`src/rtl/switch_debounce_if.sv`:
```
// Raw switch inputs and debounced outputs for the two-channel debouncer.
// The environment uses the master side and the debouncer uses the slave side.
interface switch_debounce_if;
  logic i_switch_1;
  logic i_switch_2;
  logic o_switch_1;
  logic o_switch_2;
  logic o_rise_1;
  logic o_rise_2;
  logic o_fall_1;
  logic o_fall_2;

  modport master (
    output i_switch_1, i_switch_2,
    input  o_switch_1, o_switch_2, o_rise_1, o_rise_2, o_fall_1, o_fall_2
  );

  modport slave (
    input  i_switch_1, i_switch_2,
    output o_switch_1, o_switch_2, o_rise_1, o_rise_2, o_fall_1, o_fall_2
  );
endinterface

```
`src/rtl/switch_debounce.sv`:
```
// Two independent switch debouncers. Each channel has a 2-flop synchronizer and a
// STABLE/COUNTING FSM, and produces registered rise/fall pulses.
module switch_debounce #(
  parameter int DEBOUNCE_LIMIT = 250000
) (
  input logic          i_clk,
  input logic          i_rst,
  switch_debounce_if.slave sw
);
  localparam int CNT_W = $clog2(DEBOUNCE_LIMIT);
  localparam logic [CNT_W-1:0] CNT_MAX = CNT_W'(DEBOUNCE_LIMIT - 1);

  typedef enum logic {STABLE = 1'b0, COUNTING = 1'b1} state_t;

  logic [1:0] sw_raw;
  logic [1:0] sw_out;
  logic [1:0] sw_rise;
  logic [1:0] sw_fall;

  assign sw_raw        = {sw.i_switch_2, sw.i_switch_1};
  assign sw.o_switch_1 = sw_out[0];
  assign sw.o_switch_2 = sw_out[1];
  assign sw.o_rise_1   = sw_rise[0];
  assign sw.o_rise_2   = sw_rise[1];
  assign sw.o_fall_1   = sw_fall[0];
  assign sw.o_fall_2   = sw_fall[1];

  for (genvar ch = 0; ch < 2; ch++) begin : g_ch
    state_t           state_q, state_d;
    logic [CNT_W-1:0] cnt_q, cnt_d;
    logic             sync_a_q, sync_a_d;
    logic             sync_b_q, sync_b_d;
    logic             out_q, out_d;
    logic             rise_q, rise_d;
    logic             fall_q, fall_d;

    always_ff @(posedge i_clk) begin
      if (i_rst) begin
        state_q  <= STABLE;
        cnt_q    <= '0;
        sync_a_q <= 1'b0;
        sync_b_q <= 1'b0;
        out_q    <= 1'b0;
        rise_q   <= 1'b0;
        fall_q   <= 1'b0;
      end else begin
        state_q  <= state_d;
        cnt_q    <= cnt_d;
        sync_a_q <= sync_a_d;
        sync_b_q <= sync_b_d;
        out_q    <= out_d;
        rise_q   <= rise_d;
        fall_q   <= fall_d;
      end
    end

    // Any return to the old level drops back to STABLE, so a bounce restarts the full count.
    always_comb begin
      sync_a_d = sw_raw[ch];
      sync_b_d = sync_a_q;
      state_d  = state_q;
      cnt_d    = '0;
      out_d    = out_q;
      rise_d   = 1'b0;
      fall_d   = 1'b0;
      case (state_q)
        STABLE: begin
          if (sync_b_q != out_q) begin
            state_d = COUNTING;
            cnt_d   = CNT_W'(1);
          end
        end
        COUNTING: begin
          if (sync_b_q == out_q) begin
            state_d = STABLE;
          end else if (cnt_q == CNT_MAX) begin
            state_d = STABLE;
            out_d   = sync_b_q;
            rise_d  = sync_b_q;
            fall_d  = ~sync_b_q;
          end else begin
            cnt_d = cnt_q + 1'b1;
          end
        end
        default: state_d = STABLE;
      endcase
    end

    assign sw_out[ch]  = out_q;
    assign sw_rise[ch] = rise_q;
    assign sw_fall[ch] = fall_q;
  end
endmodule

```
`src/flat_wrapper.sv`:
```
// flat-port wrapper written by rule: the top's interface ports become plain ports
module switch_debounce_flat 
#(
  parameter int DEBOUNCE_LIMIT = 250000
)
  (i_clk, i_rst, sw_i_switch_1, sw_i_switch_2, sw_o_switch_1, sw_o_switch_2, sw_o_rise_1, sw_o_rise_2, sw_o_fall_1, sw_o_fall_2);
  switch_debounce_if sw_i ();
  input logic i_clk;
  input logic i_rst;
  input wire logic [$bits(sw_i.i_switch_1)-1:0] sw_i_switch_1;
  input wire logic [$bits(sw_i.i_switch_2)-1:0] sw_i_switch_2;
  output wire logic [$bits(sw_i.o_switch_1)-1:0] sw_o_switch_1;
  output wire logic [$bits(sw_i.o_switch_2)-1:0] sw_o_switch_2;
  output wire logic [$bits(sw_i.o_rise_1)-1:0] sw_o_rise_1;
  output wire logic [$bits(sw_i.o_rise_2)-1:0] sw_o_rise_2;
  output wire logic [$bits(sw_i.o_fall_1)-1:0] sw_o_fall_1;
  output wire logic [$bits(sw_i.o_fall_2)-1:0] sw_o_fall_2;
  assign sw_i.i_switch_1 = sw_i_switch_1;
  assign sw_i.i_switch_2 = sw_i_switch_2;
  assign sw_o_switch_1 = sw_i.o_switch_1;
  assign sw_o_switch_2 = sw_i.o_switch_2;
  assign sw_o_rise_1 = sw_i.o_rise_1;
  assign sw_o_rise_2 = sw_i.o_rise_2;
  assign sw_o_fall_1 = sw_i.o_fall_1;
  assign sw_o_fall_2 = sw_i.o_fall_2;
  switch_debounce #(.DEBOUNCE_LIMIT(DEBOUNCE_LIMIT)) u_core (.i_clk(i_clk), .i_rst(i_rst), .sw(sw_i));
endmodule
```
`config.mk`:
```
export PLATFORM = sky130hd
export DESIGN_NAME = switch_debounce_flat
export DESIGN_NICKNAME = d
export VERILOG_FILES = /design/src/rtl/switch_debounce_if.sv /design/src/rtl/switch_debounce.sv /design/src/flat_wrapper.sv
export SDC_FILE = /design/constraint.sdc
export NUM_CORES = 1
export LEC_CHECK = 0
export ABC_AREA = 1
export BUFFER_PORTS_ARGS = -buffer_cell sky130_fd_sc_hd__buf_4
export CAP_MARGIN = 20
export CORE_MARGIN = 3
export CORE_UTILIZATION = 35
export DETAILED_ROUTE_END_ITERATION = 8
export PLACE_DENSITY = 0.54
export RECOVER_POWER = 100
export SLEW_MARGIN = 20
export SYNTH_ARGS = -nofsm -noshare
export SYNTH_HDL_FRONTEND = slang
export SYNTH_SLANG_ARGS = --single-unit
```
`constraint.sdc`:
```
create_clock -name i_clk -period 1.57 [get_ports i_clk]
set_clock_uncertainty 0.1 [all_clocks]
set_input_delay 0.157 -clock i_clk [delete_from_list [all_inputs] [get_ports i_clk]]
set_output_delay 0.157 -clock i_clk [all_outputs]
set_load 0.01 [all_outputs]
```
==> impl_metrics.ini <==
[clock_tree]
clk_pin_slew_ns = 0.09
clk_path_buf_depth = 2
cts_tree = done
cts_buffers = 5
cts_root_buffer = clkbuf_8
htree_num_levels = 2
cts_sinks = 48
insertion_delay_ns = 0.30

[grt]
overflow = 0
grt_usage_pct = 13.9
antenna_found_initial = 0
grt_pass1_wl_mm = 8.77
grt_pass1_vias = 2049
grt_max_degree = 17

[synthesis]
ys_seq_elements = 48
ys_seq_area_share_pct = 39.3
synth_area_leaders = dfxtp_1, nand2_1, nor2_1
yosys_warnings = 0
async_flop_share_pct = 0
yosysTopAreaCell = dfxtp_1
synth_nets = 352
synth_edf_count = 0
synth_cells = 346
syn-mean-instance-area_um2 = 7.07
synth_top_area_share_pct = 39.3
ys_types = 31
syn_area_mm2 = 0.00245
ys.flop_type = dfxtp_1

[final_layout]
mostFrequentLayoutCells = nand2_1, nor2_1, inv_1, dfxtp_1, nand3_1
layout_commonest_cell = nand2_1
n_fill_cell = 726
antennaDiodeCount = 0
fin_area_mm2 = 0.00287
drive_above_1_share_pct = 19.3
area_growth_pct = 17.4
fin_nets = 379

[sta]
worst_pin_slew_ns = 0.380
relSlewSlack_pct = 74.5
hold_violations = 0
max_freq_mhz = 686
slew_viol_final = 0
timing.final.ws_setup_ns = 0.112
finalCritPeriodShare_pct = 92.8
setup_viol = 0
period_minus_slack_ns = 1.46

[power_and_ir_drop]
power_density_mw_per_mm2 = 751
leakagePower_nw = 0.962
max-vdd-ir-drop_v = 0.000382

[route]
drtIter0Drc = 99
routed-wl-met2_mm = 2.28
route.final.wire_length_mm = 5.15
avgRoutedWirePerCell_um = 11.0
routed_via_density = 4.64
wl_met3_um = 196
m1WireLength_mm = 2.60
highest_layer = met4
final_antenna_net_count = 0
remaining_drc_errors = 0
dr.pass1.iters = 4
vias = 2169

[run]
maxCapViolations = 0

[worst_setup_path]
crit_family = simple AND/OR/NAND/NOR gates
crit_slowest_cell = dfxtp_1
critPathArrivalTime_ns = 1.56
critPathRequiredTime_ns = 1.67
critPathKind = reg2reg
end_kind = flop
crit_chain = nor2_1, nand3_1, nor2_1, nand3_2, nand2_4, clkbuf_16, a21oi_1
max_stage_delay_ns = 0.35
crit_path_start_kind = flop
crit_fanout = 7
critPathMostFrequentCell = nor2_1
crit_buf_inv = 1

[floorplan]
rows = 29
die_y_um = 89.6
design.core.area_mm2 = 0.00657
die_x_um = 89.6
dieArea_mm2 = 0.00803
start_util_pct = 37.3
io_pins = 10

[placement]
gp_congestion = 0.855
io_buffers = 9
place_area_mm2 = 0.00264
dp_slack_ns = 0.0459
dpl.hpwl_mm = 3.72

[hold_path]
hold_path.class = in2reg

[run_status]
outcome = completed
## stage by stage
step | power [mW] | hold WS [ns] | cells | util (%) | TNS [ns]
finish | 2.16 | 0.00424 | 467 | 43.8 | 0
global route | 2.25 | 0.0132 | 467 | 43.8 | -0.0209
CTS | 2.20 | 0.00378 | 459 | 42.1 | 0
detailed placement | 1.29 | 0.266 | 449 | 40.2 | 0
global placement | 1.29 | 0.259 | 449 | 40.2 | 0
floorplan | 1.28 | 0.164 | 346 | - | 0
## flip-flops by register name, indices dropped and copies added, names as in the netlist, 2 cells and up
signal                count
u_core.g_ch.sync_a_q      2
u_core.g_ch.state_q       2
u_core.g_ch.cnt_q        36
u_core.g_ch.sync_b_q      2
## cells in the mapped netlist, types with 3 or more instances
| library cell | n |
|---|---|
| inv_2 | 3 |
| a21oi_2 | 7 |
| o21ai_0 | 5 |
| xnor2_1 | 3 |
| nand2_1 | 74 |
| nor2_1 | 57 |
| nor3_1 | 7 |
| nand2_2 | 7 |
| nand3_1 | 22 |
| dfxtp_1 | 48 |
| a21oi_1 | 11 |
| xor2_1 | 6 |
| inv_1 | 47 |
| nor2_2 | 11 |
| nand4_1 | 15 |
| nand3_2 | 3 |
## report_power, final
group / switching [mW] / leakage, nW / internal (mW) / total (mW)
Clock: 0.418 / 0.0552 / 0.473 / 0.891
Sequential: 0.00497 / 0.390 / 1.22 / 1.23
Combinational: 0.0216 / 0.518 / 0.0175 / 0.0390
## final cells by class
| cell class | count | area, um2 | share of cell area [%] |
|---|---|---|---|
| Clock buffer | 6 | 72.6 | 2.53 |
| Clock inverter | 2 | 35.0 | 1.22 |
| Inverter | 50 | 188 | 6.53 |
| Multi-Input combinational cell | 246 | 1320 | 45.9 |
| Sequential cell | 48 | 966 | 33.6 |
| Tap cell | 93 | 116 | 4.05 |
| Timing Repair Buffer | 22 | 178 | 6.18 |
## routing by layer
layer	global-route usage [%]	vias up
li1	-	1150
met1	17.8	976
met2	22.6	38
met3	3.10	5
met4	5.68	0
met5	0	-
## kinds of logic after synthesis
| group | after synthesis | synth area share, % |
|---|---|---|
| and+or+nand+nor | 209 | 41.0 |
| adders and majority gates | 2 | 1.02 |
| buffers and inverters | 53 | 9.15 |
| DFF | 48 | 39.3 |
| xor gates and xnor gates | 9 | 3.22 |
| AOI/OAI and AO/OA | 25 | 6.34 |
## worst paths after layout
check                                        startpoint                       to  slack [ns]  cells past startpoint
worst min register to register  u_core.g_ch[1].sync_a_q  u_core.g_ch[1].sync_b_q        0.31                      2
worst min-delay path                              i_rst  u_core.g_ch[0].sync_b_q       0.004                      2
worst max register to register  u_core.g_ch[0].cnt_q[9]  u_core.g_ch[0].cnt_q[3]        0.11                      7
worst max-delay path            u_core.g_ch[0].cnt_q[9]  u_core.g_ch[0].cnt_q[3]        0.11                      7
## repair_timing
item	4_1_cts	5_1_grt
endpoints found under the setup margin	0	35
hold buffers	2	0
resized for setup	0	17
setup buffers	0	7
hold endpoints to repair	2	0
(Power assumes the default switching activity.)
